--- src/rtl/trace_pkg.sv ---
`default_nettype none
// +--------------------------------------------------------------------------+
// | trace_pkg: shared types, stamp width and record-width helper for the     |
// | trace_capture slice (TRACE_TIMESTAMP_EN widens records).  Rev 1.0        |
// +--------------------------------------------------------------------------+
package trace_pkg;

    typedef enum logic [1:0] {
        TR_IDLE    = 2'd0,
        TR_ARMED   = 2'd1,
        TR_CAPTURE = 2'd2,
        TR_DONE    = 2'd3
    } tr_state_t;

    localparam int TR_STAMP_W = 16;

`ifdef TRACE_TIMESTAMP_EN
    localparam bit TR_STAMP_EN = 1'b1;
`else
    localparam bit TR_STAMP_EN = 1'b0;
`endif

    function automatic int rec_width(input int op_w, input int val_w, input int addr_w);
        return op_w + val_w + addr_w + (TR_STAMP_EN ? TR_STAMP_W : 0);
    endfunction

    localparam int REC_W = rec_width(8, 8, 8);

endpackage
`default_nettype wire

--- src/rtl/trace_capture_if.sv ---
`default_nettype none
// +--------------------------------------------------------------------------+
// | trace_capture_if: proc sample bus plus FWFT read port.  Rev 1.0          |
// +--------------------------------------------------------------------------+
interface trace_capture_if #(
    parameter int OP_W   = 8,
    parameter int VAL_W  = 8,
    parameter int ADDR_W = 8
);
    localparam int REC_W = trace_pkg::rec_width(OP_W, VAL_W, ADDR_W);

    logic              smp_valid;
    logic [OP_W-1:0]   op_code;
    logic [VAL_W-1:0]  alu_out;
    logic [ADDR_W-1:0] dest_addr;
    logic              rd_valid;
    logic              rd_ready;
    logic [REC_W-1:0]  rd_data;

    modport master (
        output smp_valid, op_code, alu_out, dest_addr, rd_ready,
        input  rd_valid, rd_data
    );

    modport slave (
        input  smp_valid, op_code, alu_out, dest_addr, rd_ready,
        output rd_valid, rd_data
    );

endinterface
`default_nettype wire

--- src/rtl/trace_fifo.sv ---
`default_nettype none
// +--------------------------------------------------------------------------+
// | trace_fifo: DEPTH x W register FIFO with optional overwrite-oldest.      |
// | Rev 1.0                                                                  |
// +--------------------------------------------------------------------------+
module trace_fifo #(
    parameter int DEPTH = 16,
    parameter int W     = 24,
    parameter int CNT_W = $clog2(DEPTH) + 1
) (
    input  wire logic             clk,
    input  wire logic             rst,
    input  wire logic             clr,
    input  wire logic             push,
    input  wire logic             pop,
    input  wire logic             overwrite,
    input  wire logic [W-1:0]     wr_data,
    output logic      [W-1:0]     rd_data,
    output logic      [CNT_W-1:0] level,
    output logic                  full,
    output logic                  empty
);
    localparam int               PTR_W        = $clog2(DEPTH);
    localparam logic [CNT_W-1:0] c_full_level = CNT_W'(DEPTH);

    logic [W-1:0]     r_mem [DEPTH];
    logic [PTR_W-1:0] r_wr_ptr;
    logic [PTR_W-1:0] r_rd_ptr;
    logic [CNT_W-1:0] r_level;

    logic w_pop_ok;
    logic w_push_ok;
    logic w_ovw;

    assign full      = (r_level == c_full_level);
    assign empty     = (r_level == '0);
    assign level     = r_level;
    assign rd_data   = empty ? '0 : r_mem[r_rd_ptr];

    // A same-cycle pop frees the slot, so overwrite only happens without one.
    assign w_pop_ok  = pop && !empty;
    assign w_push_ok = push && (!full || w_pop_ok || overwrite);
    assign w_ovw     = push && full && !w_pop_ok && overwrite;

    always_ff @(posedge clk) begin
        if (w_push_ok && !clr) begin
            r_mem[r_wr_ptr] <= wr_data;
        end
    end

    always_ff @(posedge clk or negedge rst) begin
        if (!rst) begin
            r_wr_ptr <= '0;
            r_rd_ptr <= '0;
            r_level  <= '0;
        end else if (clr) begin
            r_wr_ptr <= '0;
            r_rd_ptr <= '0;
            r_level  <= '0;
        end else begin
            if (w_push_ok) begin
                r_wr_ptr <= r_wr_ptr + 1'b1;
            end
            if (w_pop_ok || w_ovw) begin
                r_rd_ptr <= r_rd_ptr + 1'b1;
            end
            if (w_push_ok && !w_pop_ok && !w_ovw) begin
                r_level <= r_level + 1'b1;
            end else if (!w_push_ok && w_pop_ok) begin
                r_level <= r_level - 1'b1;
            end
        end
    end

endmodule
`default_nettype wire

--- src/rtl/trace_capture.sv ---
`default_nettype none
// +--------------------------------------------------------------------------+
// | trace_capture: triggered execution-trace buffer for proc observation     |
// | outputs; TRACE_TIMESTAMP_EN prepends a 16-bit cycle stamp.  Rev 1.0      |
// +--------------------------------------------------------------------------+
module trace_capture
    import trace_pkg::*;
#(
    parameter int DEPTH  = 16,
    parameter int OP_W   = 8,
    parameter int VAL_W  = 8,
    parameter int ADDR_W = 8,
    parameter int CNT_W  = $clog2(DEPTH) + 1
) (
    input  wire logic             clk,
    input  wire logic             rst,
    input  wire logic             arm,
    input  wire logic             clear,
    input  wire logic             ring_mode,
    input  wire logic             trig_any,
    input  wire logic [OP_W-1:0]  trig_op,
    input  wire logic [CNT_W-1:0] cap_len,
    trace_capture_if.slave        bus,
    output logic      [CNT_W-1:0] level,
    output logic      [1:0]       state_o,
    output logic                  overflow,
    output logic                  done
);
    localparam int REC_W = rec_width(OP_W, VAL_W, ADDR_W);

    localparam logic [1:0] c_st_idle    = TR_IDLE;
    localparam logic [1:0] c_st_armed   = TR_ARMED;
    localparam logic [1:0] c_st_capture = TR_CAPTURE;
    localparam logic [1:0] c_st_done    = TR_DONE;

    logic [1:0]       r_state;
    logic [CNT_W-1:0] r_cap_cnt;
    logic             r_overflow;

    logic             w_pop;
    logic             w_trig;
    logic             w_smp;
    logic             w_blocked;
    logic             w_drop;
    logic             w_ovw;
    logic             w_push;
    logic             w_len_hit;
    logic             w_full;
    logic             w_empty;
    logic [CNT_W-1:0] w_cnt_nxt;
    logic [REC_W-1:0] w_rec;

`ifdef TRACE_TIMESTAMP_EN
    logic [TR_STAMP_W-1:0] r_stamp;

    always_ff @(posedge clk or negedge rst) begin
        if (!rst) begin
            r_stamp <= '0;
        end else if (clear) begin
            r_stamp <= '0;
        end else begin
            r_stamp <= r_stamp + 1'b1;
        end
    end

    assign w_rec = {r_stamp, bus.op_code, bus.alu_out, bus.dest_addr};
`else
    assign w_rec = {bus.op_code, bus.alu_out, bus.dest_addr};
`endif

    assign w_pop     = !w_empty && bus.rd_ready;
    assign w_trig    = (r_state == c_st_armed) && bus.smp_valid &&
                       (trig_any || (bus.op_code == trig_op));
    // The triggering sample is itself the first captured record.
    assign w_smp     = !clear && (w_trig || ((r_state == c_st_capture) && bus.smp_valid));
    assign w_blocked = w_full && !w_pop;
    assign w_drop    = w_smp && w_blocked && !ring_mode;
    assign w_ovw     = w_smp && w_blocked && ring_mode;
    assign w_push    = w_smp && !w_drop;
    assign w_cnt_nxt = r_cap_cnt + 1'b1;
    assign w_len_hit = w_push && (cap_len != '0) && (w_cnt_nxt == cap_len);

    always_ff @(posedge clk or negedge rst) begin
        if (!rst) begin
            r_state    <= c_st_idle;
            r_cap_cnt  <= '0;
            r_overflow <= 1'b0;
        end else if (clear) begin
            r_state    <= c_st_idle;
            r_cap_cnt  <= '0;
            r_overflow <= 1'b0;
        end else begin
            if (w_smp) begin
                r_state <= (w_len_hit || w_drop) ? c_st_done : c_st_capture;
            end else if ((r_state == c_st_idle) && arm) begin
                r_state   <= c_st_armed;
                r_cap_cnt <= '0;
            end
            if (w_push) begin
                r_cap_cnt <= w_cnt_nxt;
            end
            if (w_drop || w_ovw) begin
                r_overflow <= 1'b1;
            end
        end
    end

    trace_fifo #(
        .DEPTH (DEPTH),
        .W     (REC_W),
        .CNT_W (CNT_W)
    ) u_fifo (
        .clk       (clk),
        .rst       (rst),
        .clr       (clear),
        .push      (w_push),
        .pop       (w_pop),
        .overwrite (ring_mode),
        .wr_data   (w_rec),
        .rd_data   (bus.rd_data),
        .level     (level),
        .full      (w_full),
        .empty     (w_empty)
    );

    assign bus.rd_valid = !w_empty;
    assign state_o      = r_state;
    assign overflow     = r_overflow;
    assign done         = (r_state == c_st_done);

endmodule
`default_nettype wire
--- src/flat_wrapper.sv ---
// flat-port wrapper written by rule: the top's interface ports become plain ports
module trace_capture_flat import trace_pkg::*;
#(
    parameter int DEPTH  = 16,
    parameter int OP_W   = 8,
    parameter int VAL_W  = 8,
    parameter int ADDR_W = 8,
    parameter int CNT_W  = $clog2(DEPTH) + 1
)
  (clk, rst, arm, clear, ring_mode, trig_any, trig_op, cap_len, level, state_o, overflow, done, bus_smp_valid, bus_op_code, bus_alu_out, bus_dest_addr, bus_rd_ready, bus_rd_valid, bus_rd_data);
  trace_capture_if #(.OP_W(OP_W), .VAL_W(VAL_W), .ADDR_W(ADDR_W)) bus_i ();
  input  wire logic clk;
  input  wire logic rst;
  input  wire logic arm;
  input  wire logic clear;
  input  wire logic ring_mode;
  input  wire logic trig_any;
  input  wire logic [OP_W-1:0] trig_op;
  input  wire logic [CNT_W-1:0] cap_len;
  output logic      [CNT_W-1:0] level;
  output logic      [1:0] state_o;
  output logic overflow;
  output logic done;
  input wire logic [$bits(bus_i.smp_valid)-1:0] bus_smp_valid;
  input wire logic [$bits(bus_i.op_code)-1:0] bus_op_code;
  input wire logic [$bits(bus_i.alu_out)-1:0] bus_alu_out;
  input wire logic [$bits(bus_i.dest_addr)-1:0] bus_dest_addr;
  input wire logic [$bits(bus_i.rd_ready)-1:0] bus_rd_ready;
  output wire logic [$bits(bus_i.rd_valid)-1:0] bus_rd_valid;
  output wire logic [$bits(bus_i.rd_data)-1:0] bus_rd_data;
  assign bus_i.smp_valid = bus_smp_valid;
  assign bus_i.op_code = bus_op_code;
  assign bus_i.alu_out = bus_alu_out;
  assign bus_i.dest_addr = bus_dest_addr;
  assign bus_i.rd_ready = bus_rd_ready;
  assign bus_rd_valid = bus_i.rd_valid;
  assign bus_rd_data = bus_i.rd_data;
  trace_capture #(.DEPTH(DEPTH), .OP_W(OP_W), .VAL_W(VAL_W), .ADDR_W(ADDR_W), .CNT_W(CNT_W)) u_core (.clk(clk), .rst(rst), .arm(arm), .clear(clear), .ring_mode(ring_mode), .trig_any(trig_any), .trig_op(trig_op), .cap_len(cap_len), .bus(bus_i), .level(level), .state_o(state_o), .overflow(overflow), .done(done));
endmodule
--- config.mk ---
export PLATFORM = sky130hd
export DESIGN_NAME = trace_capture_flat
export DESIGN_NICKNAME = d
export VERILOG_FILES = /design/src/rtl/trace_pkg.sv /design/src/rtl/trace_capture_if.sv /design/src/rtl/trace_fifo.sv /design/src/rtl/trace_capture.sv /design/src/flat_wrapper.sv
export SDC_FILE = /design/constraint.sdc
export NUM_CORES = 1
export LEC_CHECK = 0
export CAP_MARGIN = 10
export CORE_MARGIN = 5
export CORE_UTILIZATION = 54
export DETAILED_ROUTE_END_ITERATION = 6
export PLACE_DENSITY = 0.75
export SYNTH_ARGS = -nofsm -noshare
export SYNTH_HDL_FRONTEND = slang
export SYNTH_SLANG_ARGS = --single-unit
--- constraint.sdc ---
create_clock -name clk -period 4 [get_ports clk]
set_input_delay 1.2 -clock clk [delete_from_list [all_inputs] [get_ports clk]]
set_output_delay 1.2 -clock clk [all_outputs]
set_load 0.02 [all_outputs]
; Word level (Yosys, flattened, before mapping)
; Memory sizes are Yosys's and may differ from the RTL's.
; Cells that the tools add are included.
[word_totals]
output_inout_bits = 34
reg_bits = 21
mem_count = 1
word_cells = 87
mem_bits_rw = 384
[mem_list]
columns = name, depth, word_bits, read_ports, rd_clocked_by_memory_dff, wr, line_no
row1 = u_core.u_fifo.r_mem, 16, 24, 1, 0, 1, trace_fifo.sv:26  ; logic [W-1:0] r_mem [DEPTH];
[classes]
n_eq_ne = 7
n_reduce_logical = 48
mux = 20
n_addsub = 5
[ops]
columns = cell, count
row1 = 5-bit two-way mux, 7
row2 = 24-bit two-way mux, 1
row3 = 1-bit logical AND, 22
row4 = 4-bit two-way mux, 4
row5 = 5-bit by 1-bit adder with 5-bit output (second input constant), 2
row6 = 1-bit logical NOT, 9
row7 = 3-bit nonzero test, 3
row8 = 4-bit by 1-bit adder with 4-bit output (second input constant), 2
row9 = 8-bit == test, 1
row10 = 1-bit logical OR, 7
row11 = 2-bit two-way mux, 3
row12 = 2-bit nonzero test, 3
row13 = 5-bit == test, 1
row14 = 5-bit == test (second input constant), 1
row15 = 5-bit logical NOT, 1
row16 = 1-bit two-way mux, 5
row17 = 5-bit nonzero test, 1
row18 = 5-bit by 1-bit subtractor with 5-bit output (second input constant), 1
row19 = 2-bit == test (second input constant), 2
row20 = 3-bit inequality test (second input constant), 1
row21 = 2-bit by 1-bit == test with 1-bit output (second input constant), 1
row22 = 2-bit logical NOT, 1
row23 = 2-bit AND reduction, 1

; Longest topological paths before layout
; Gate-level depths: netlist of the first run.
[logic_depth]
word_depth = 16
ltp_mapped = 12
ltp_nobuf = 12

; Modules after synthesis
; A second synthesis of the first run with hierarchy kept.
[unflattened]
hier_cells = 785
hier_area_um2 = 16246.8
[modules_own_cells]
columns = mod, cells_per_inst, area_per_inst_um2, n_inst, seq_area_each_um2
row1 = trace_fifo, 705, 15518.6, 1, 11856.4
row2 = trace_capture, 80, 728.2, 1, 200.2

; Least setup slack after synthesis of the first run
; OpenSTA, ideal clock, no wires.
[synth_path]
kind = input-to-reg
startpoint = input port trig_op[1]
endpoint = memory u_core.u_fifo.r_mem[1][0] (enable)
setup_time_ps = 466
t_required_ps = 3534
slack_ps = -869
t_arrival_ps = 4403
stages = 6
cell_sequence = xnor2_1 -> nand4_1 -> o21ai_1 -> nand2_1 -> buf_4 -> nor4_1
[synth_via]
elab_chain_cells = 13
[synth_lines]
columns = item, line_no
row1 = start: declaration, flat_wrapper.sv:18  ; input wire logic [OP_W-1:0] trig_op;
row2 = 8-bit == test *, trace_capture.sv:73  ; (trig_any || (bus.op_code == trig_op));
row3 = 1-bit logical OR *, trace_capture.sv:73
row4 = 1-bit logical AND *, trace_capture.sv:72  ; assign w_trig = (r_state == c_st_armed) && bus.smp_valid &&
row5 = 1-bit logical OR *, trace_capture.sv:75  ; assign w_smp = !clear && (w_trig || ((r_state == c_st_capture) && bus.smp_valid));
row6 = 1-bit logical AND *, trace_capture.sv:75
row7 = 1-bit logical AND (2 in series), trace_capture.sv:77  ; assign w_drop = w_smp && w_blocked && !ring_mode;
row8 = 1-bit logical NOT, trace_capture.sv:79  ; assign w_push = w_smp && !w_drop;
row9 = 1-bit logical AND *, trace_capture.sv:79
row10 = 1-bit logical AND *, trace_fifo.sv:42  ; assign w_push_ok = push && (!full || w_pop_ok || overwrite);
row11 = 1-bit logical AND *, trace_fifo.sv:46  ; if (w_push_ok && !clr) begin
row12 = 1-bit two-way mux *, trace_fifo.sv:46
row13 = 1-bit two-way mux (implied by the code) *, trace_fifo.sv:47  ; r_mem[r_wr_ptr] <= wr_data;
row14 = end: declaration, trace_fifo.sv:26
; Every way passes the cells marked *; elsewhere a longest branch is shown, timed or not.

; Final worst setup path of the first run
[layout_path]
startpoint = register u_core.u_fifo.r_rd_ptr[0]
endpoint = output port bus_rd_data[6]
[layout_via]
elab_chain_cells = 2
[layout_lines]
columns = item, line_no
row1 = start: declaration, trace_fifo.sv:28  ; logic [PTR_W-1:0] r_rd_ptr;
row2 = start signal: assignment, trace_fifo.sv:65  ; r_rd_ptr <= r_rd_ptr + 1'b1;
row3 = memory read 16 x 24 bit, -
row4 = 24-bit two-way mux, trace_fifo.sv:38  ; assign rd_data = empty ? '0 : r_mem[r_rd_ptr];
row5 = end: declaration, flat_wrapper.sv:30  ; output wire logic [$bits(bus_i.rd_data)-1:0] bus_rd_data;
; No other way between the ends.

==> results of run 1 <==
==> routing by layer <==
metal | vias to the layer above | global-route usage (%) | wire (um)
met5 | - | 0 | 0
met4 | 0 | 6.60 | 986
met3 | 70 | 3.39 | 2450
met2 | 338 | 33.5 | 17300
met1 | 4601 | 30.1 | 14800
li1 | 4021 | - | -
==> state kept, by name, summed over array words and instances (netlist names) <==
register and flops:
u_core.state_o 2, u_core.u_fifo.r_wr_ptr 4, u_core.r_cap_cnt 5, u_core.u_fifo.r_rd_ptr 4, u_core.overflow 1, u_core.u_fifo.level 5, u_core.u_fifo.r_mem 384
==> final timing paths <==
| check | endpoint | slack [ns] | cells after the start |
|---|---|---|---|
| max | bus_rd_data[6] | 0.07 | 7 |
| min in group asynchronous | u_core.u_fifo.level[2] | 1.13 | 1 |
| max reg2reg | u_core.u_fifo.level[4] | 1.13 | 9 |
| min reg2reg | u_core.overflow | 0.54 | 2 |
| min | u_core.overflow | 0.54 | 2 |
| max in group asynchronous | u_core.r_cap_cnt[4] | 2.27 | 2 |
==> repair_timing <==
item                                    4_1_cts  5_1_grt
gates cloned                                  0        2
gates resized for setup                      32       10
pin swaps                                     1        0
endpoints found under the setup margin       24        9
setup buffers                                 2        1
==> cell families after synthesis <==
group,after synthesis,synth area share (%)
multiplexers,150,12.8
buffers and inverters,63,1.61
XOR/XNOR,20,1.07
AO/OA/AOI/OAI,132,6.36
flip-flops,405,73.6
AND/OR/NAND/NOR,115,3.69
adder cells (fa/ha/maj),11,0.886
==> area by class of cell <==
type | instances | share of cell area (%)
clock buffer | 56 | 5.69
sequential | 405 | 61.0
tap | 390 | 2.47
clock inverter | 20 | 0.911
multi-input combinational | 428 | 21.1
inverter | 14 | 0.266
timing repair buffer | 167 | 8.54
==> through the flow <==
step / cells / power, mW / hold WS, ns / util [%] / TNS (ns)
2_1_floorplan: 896 / 6.61 / 0.492 / - / -104.09
3_3_place_gp: 1399 / 7.74 / 0.481 / 61.6 / -0.0797
3_5_place_dp: 1399 / 7.76 / 0.526 / 61.6 / -0.162
4_1_cts: 1477 / 11.4 / 0.541 / 66.1 / 0
5_1_grt: 1480 / 11.8 / 0.567 / 66.3 / 0
6_report: 1480 / 11.4 / 0.536 / 66.3 / 0
==> power by group through the flow <==
| stage | logic (mW) | clock network [mW] | registers (mW) |
|---|---|---|---|
| 6_report | 2.92 | 3.70 | 4.75 |
| 5_1_grt | 3.12 | 3.93 | 4.76 |
| 4_1_cts | 2.89 | 3.74 | 4.75 |
| 3_5_place_dp | 2.93 | 0 | 4.83 |
| 3_3_place_gp | 2.91 | 0 | 4.83 |
| 2_1_floorplan | 1.76 | 0 | 4.84 |
==> critical path, cell delays in order (launching register included) <==
cell and delay [ns]:
dfrtp_4 0.59, buf_4 0.20, clkbuf_16 0.19, mux2i_1 0.13, o221ai_1 0.30, o22ai_1 0.15
a211oi_1 0.25, dlygate4sd2_1 0.37
==> cell usage in the layout (no fill, tap or decap), types with 5 or more instances in the layout <==
cell,instances
clkbuf_16,45
o22ai_1,25
clkbuf_1,13
nand3_1,8
nor3_1,5
clkinv_1,6
buf_4,68
clkdlybuf4s50_1,54
nor2_2,5
a21oi_1,6
mux2i_1,102
mux4_2,48
ha_1,10
o221ai_1,44
xor2_1,5
inv_1,14
edfxtp_1,384
clkinv_2,7
nand2_1,36
xnor2_1,15
dfrtp_1,19
a211oi_1,24
buf_12,15
nor2_1,19
dlygate4sd2_1,20
o21ai_1,6
==> results by group, run 1 <==
Final layout
  – Layout cells sized above 1: 21.5%
  – Final net count: 1113
  – Area growth from synthesis to layout: 20.6%
  – Finished Cell Area: around 20000 sq um
  – Antenna diodes: 0
  – Area of the multi-input gates: roughly 4200 sq um
  – Fillers: roughly 2.0k
  – Register area: 12100 sq um

Setup path
  – Setup CP Type: flip-flop to output pin
  – Reg2Reg Launch Point: u_core.u_fifo.level[2]
  – Worst Setup Start Kind: flip-flop
  – Crit-path max FO: 15
  – Crit. Startpoint: u_core.u_fifo.r_rd_ptr[0]
  – Worst setup EP type: output pin
  – Critical path data arrival time: 2.73 ns
  – Required time worst endpoint: roughly 2.8 ns

Power
  – Combinational power share: between 20% and 30%
  – Clk pwr share: 32.5%
  – Internal cell power: 8.24 mW
  – Sw power: 3.13 mW
  – P_leak: about 6.4 nW
  – Sw Ratio: around 28%
  – Worst VDD drop: 0.000353 V
  – Flop pwr share: 41.8%
  – PD cells: between 500 and 600 nW/um^2

Floorplanning
  – Die X: 184 um
  – # rows: 63
  – Initial Utilization: 55.0%
  – Core Area: 29800 sq um
  – Io pins: 79
  – Die area: 33900 sq um
  – Die height: 184 um

Yosys
  – Post-synthesis sequential area ratio: 73.6%
  – Most frequent cell after synthesis: edfxtp_1
  – Leading area contributor after synthesis: edfxtp_1
  – YS warnings: 0
  – Flops & latches, synth: 405
  – Post-synth top flop: edfxtp_1
  – Top cells by area, synth: edfxtp_1, mux4_2, mux2i_1, dfrtp_1, o221ai_1
  – Post-synth ARST share: 5.19%
  – Synth Instances: 896
  – Most instantiated cells after synthesis: edfxtp_1, mux2i_1, mux4_2, o221ai_1, nand2_1
  – Post-synth EDFFs: 384
  – Synthesized cell area: 16400 sq um
  – Syn nets: 952
  – Yosys top cell area share: 70.4%
  – Synth cell types: 55
  – Syn_area_per_cell: roughly 18 sq um

Route
  – Via count: 9030
  – Drt drc: 0
  – ANT nets after route: 0
  – DRT Wirelength: 35.5 mm
  – DRT iter0 DRCs: 718
  – Vias per cell: approximately 6.1
  – TritonRoute pass-1 iters: 5
  – DR WL/cell: 24.0 um

Placement
  – GP Congestion: 0.837
  – Setup WS pre-CTS: -0.162 ns
  – Post-DP HPWL: 21.5 mm
  – Placed Area: ~18000 sq um
  – Input/output buffers: 78

STA
  – Post-route minimum period: 3.93 ns
  – Achievable clock frequency: 255 MHz
  – Fin crit share: 98.1%
  – Unrepaired setup endpoints after global routing: no
  – Final Max Slew Viols: 0
  – Worst-Margin Slew: between 0.7 and 0.8 ns
  – Relative slew margins: 47.1%
  – Clock Skews: 0.0144 ns
  – Final Worst Setup Slack: 0.0748 ns
  – Final hold vios: 0
  – Setup violators final: 0

Clocking
  – Clock Root Buffer: clkbuf_16
  – Clock Pin Slew Worst Setup and Hold Paths: around 0.06 ns
  – CTS Hold Buffers Added: 0
  – CTS Sinks: approximately 410
  – Clk buf depth: 3
  – # H-tree levels: 2
  – Skew-Pair Late Insertion Delay: 0.54 ns
  – CTS tree: yes
  – TritonCTS Buffers: 41

Global route
  – GRT overflow: 0
  – Aggregate global-route resource usage: 21.0%
  – Initial antenna violation count: 0
  – Vias in the first global route: 9140
  – Pin count of the biggest net entering global routing: 32
  – First-pass GRT wire length: 54.1 mm

Worst hold path
  – HP Class: flip-flop to flip-flop
  – Hold Path Origin: u_core.overflow

Outcome
  – Status: finished, final reports clean

Flow run
  – MaxCap Viol Count: 0
No activity file was read; power rests on OpenSTA's default activity.
==> run 2: changes to the inputs <==
--- a/config.mk
+++ b/config.mk
@@ -9,7 +9,9 @@
 export CORE_MARGIN = 5
 export CORE_UTILIZATION = 54
 export DETAILED_ROUTE_END_ITERATION = 6
+export GPL_TIMING_DRIVEN = 0
 export PLACE_DENSITY = 0.75
+export SETUP_SLACK_MARGIN = 0.02
 export SYNTH_ARGS = -nofsm -noshare
 export SYNTH_HDL_FRONTEND = slang
 export SYNTH_SLANG_ARGS = --single-unit
==> results by group, run 2 (synthesized netlist as in run 1, its figures left out) <==
Power
  – Sw Ratio: 28.8%
  – Tot Pwr: 11.2 mW
  – Combinational power share: between 20% and 30%
  – PD cells: around 570 nW/um^2
  – Sw power: approximately 3.2 mW
  – Flop pwr share: roughly 42%
  – Internal cell power: 7.99 mW
  – Worst VDD drop: around 0.00038 V
  – P_leak: 6.22 nW
  – Clk pwr share: 32.1%

Route
  – TritonRoute pass-1 iters: 7
  – DR WL/cell: 25.3 um
  – Via count: just over 9k
  – DRT iter0 DRCs: 935
  – DRT Wirelength: 36.9 mm
  – ANT nets after route: 0
  – Drt drc: 0
  – Vias per cell: 6.30

Placement
  – Input/output buffers: 78
  – Placed cell count: 1387
  – Post-DP HPWL: 23.2 mm
  – Setup WS pre-CTS: -1.21 ns
  – GP Congestion: a little over 0.8

Clocking
  – Clock Root Buffer: clkbuf_16
  – Clock Pin Slew Worst Setup and Hold Paths: 0.06 ns
  – CTS Hold Buffers Added: 0
  – CTS tree: yes
  – TritonCTS Buffers: between 40 and 50
  – CTS Sinks: between 400 and 500
  – Skew-Pair Late Insertion Delay: 0.53 ns
  – Clk buf depth: 3
  – # H-tree levels: 2

STA
  – Final Worst Setup Slack: 0.114 ns
  – Post-route minimum period: between 3 and 4 ns
  – Worst-Margin Slew: 1.07 ns
  – Unrepaired setup endpoints after global routing: yes
  – Final Max Slew Viols: 0
  – Setup violators final: 0
  – Relative slew margins: 28.9%
  – Clock Skews: 0.00880 ns
  – Final hold vios: 0
  – Fin crit share: a little over nine tenths
  – Worst hold margin: about 0.50 ns
  – Achievable clock frequency: 257 MHz

Global route
  – Pin count of the biggest net entering global routing: 25
  – Vias in the first global route: just over 9k
  – Initial antenna violation count: 0
  – GRT overflow: 0
  – First-pass GRT wire length: 55.7 mm
  – Aggregate global-route resource usage: around 22%

Setup path
  – Worst Setup Start Kind: flip-flop
  – Worst setup EP type: output pin
  – Required time worst endpoint: between 2 and 3 ns
  – Crit-path max FO: 10
  – CP max stage delay: 0.48 ns
  – Crit-path leading delay family: buffers and inverters
  – Worst path bufs/invs: 3
  – Crit path cell chain: nand2b_1 > clkbuf_4 > buf_4 > o221ai_2 > nand2_1 > a211oi_2 > clkdlybuf4s15_2
  – Critical path data arrival time: between 2 and 3 ns
  – CP max stage cell: dfrtp_2
  – Setup CP Type: flip-flop to output pin

Flow run
  – MaxCap Viol Count: 0

Final layout
  – Post-Layout Cell Count: around 1.5k
  – Biggest register: u_core.u_fifo.r_mem
  – Most frequent cells in the layout: edfxtp_1, mux2i_1, mux4_2
  – Max reg flops: 384
  – Final net count: between 1k and 1.5k
  – Layout cells sized above 1: between 20% and 30%
  – Area growth from synthesis to layout: 19.1%
  – Fin util: around two thirds
  – Commonest non-fill, non-tap cell in the layout: edfxtp_1
  – Antenna diodes: 0

Outcome
  – Status: finished, final reports clean

Floorplanning
  – Die X: 184 um
  – Initial Utilization: around 55%
  – Io pins: 79
  – Die area: around 34000 sq um
  – Die height: 184 um
  – # rows: 63
  – Core Area: 29800 sq um

Worst hold path
  – HP Class: flip-flop to flip-flop
[run 2: changes by cell type in the layout (fill, tap and decap cells not counted), moves of 16 or more]
cell and delta:
clkbuf_2 +21, buf_4 -31, clkdlybuf4s15_2 +17, dlygate4sd2_1 -16
o221ai_1 -16
[run 2: final timing paths]
kind	to	from	slack, ns	cells past startpoint
worst max-delay path	bus_rd_data[21]	u_core.u_fifo.r_rd_ptr[1]	0.11	7
worst min-delay path	u_core.overflow	u_core.overflow	0.50	2
worst max register to register	u_core.u_fifo.level[4]	u_core.u_fifo.level[1]	0.94	10
worst min register to register	u_core.overflow	u_core.overflow	0.50	2
max in group asynchronous	u_core.u_fifo.r_rd_ptr[1]	rst	2.08	1
min in group asynchronous	u_core.u_fifo.level[1]	rst	1.23	1
[run 2: routing by layer]
layer / vias up / part of all wire, % / wire length (um) / track usage, %
met3: 90 / 6.5 / 2390 / 2.98
li1: 3975 / - / - / -
met5: - / 0 / 0 / 0
met2: 389 / 48 / 17900 / 34.5
met1: 4734 / 42 / 15500 / 31.6
met4: 0 / 3.0 / 1100 / 7.34
[run 2: power by group through the flow]
stage,logic [mW],registers (mW),clock network [mW]
detailed placement,2.85,4.83,0
CTS,2.87,4.75,3.63
finish,2.87,4.75,3.60
floorplan,1.76,4.84,0
global route,3.05,4.75,3.82
global placement,2.80,4.83,0
[run 2: through the flow]
| step | setup TNS, ns | instance area, sq um |
|---|---|---|
| finish | 0 | 19500 |
| CTS | 0 | 19400 |
| detailed placement | -264.82 | 18000 |
| floorplan | -104.09 | 16400 |
| global placement | -965.22 | 17700 |
| global route | 0 | 19500 |
[run 2: cell type report]
class | instances | area [sq um]
plain buffers | 47 | 292
clock buffers | 50 | 1100
clock inverters | 22 | 153
fillers | 2019 | 10300
inverters | 14 | 52.6
multi-input cells | 428 | 4400
flip-flops and latches | 405 | 12100
well taps | 390 | 488
repair buffers | 102 | 971
[run 2: repair_timing]
action / 4_1_cts / 5_1_grt
endpoints found under the setup margin: 364 / 152
setup buffers: 0 / 1
pin swaps: 0 / 4
resized for setup: 140 / 61
[run 2: tightest hold or removal path: cells and delay by family (launching register included)]
kind	cells	cell delay (ns)
DFF	1	0.35
and+or+nand+nor	1	0.07
AOI/OAI and AO/OA	1	0.04
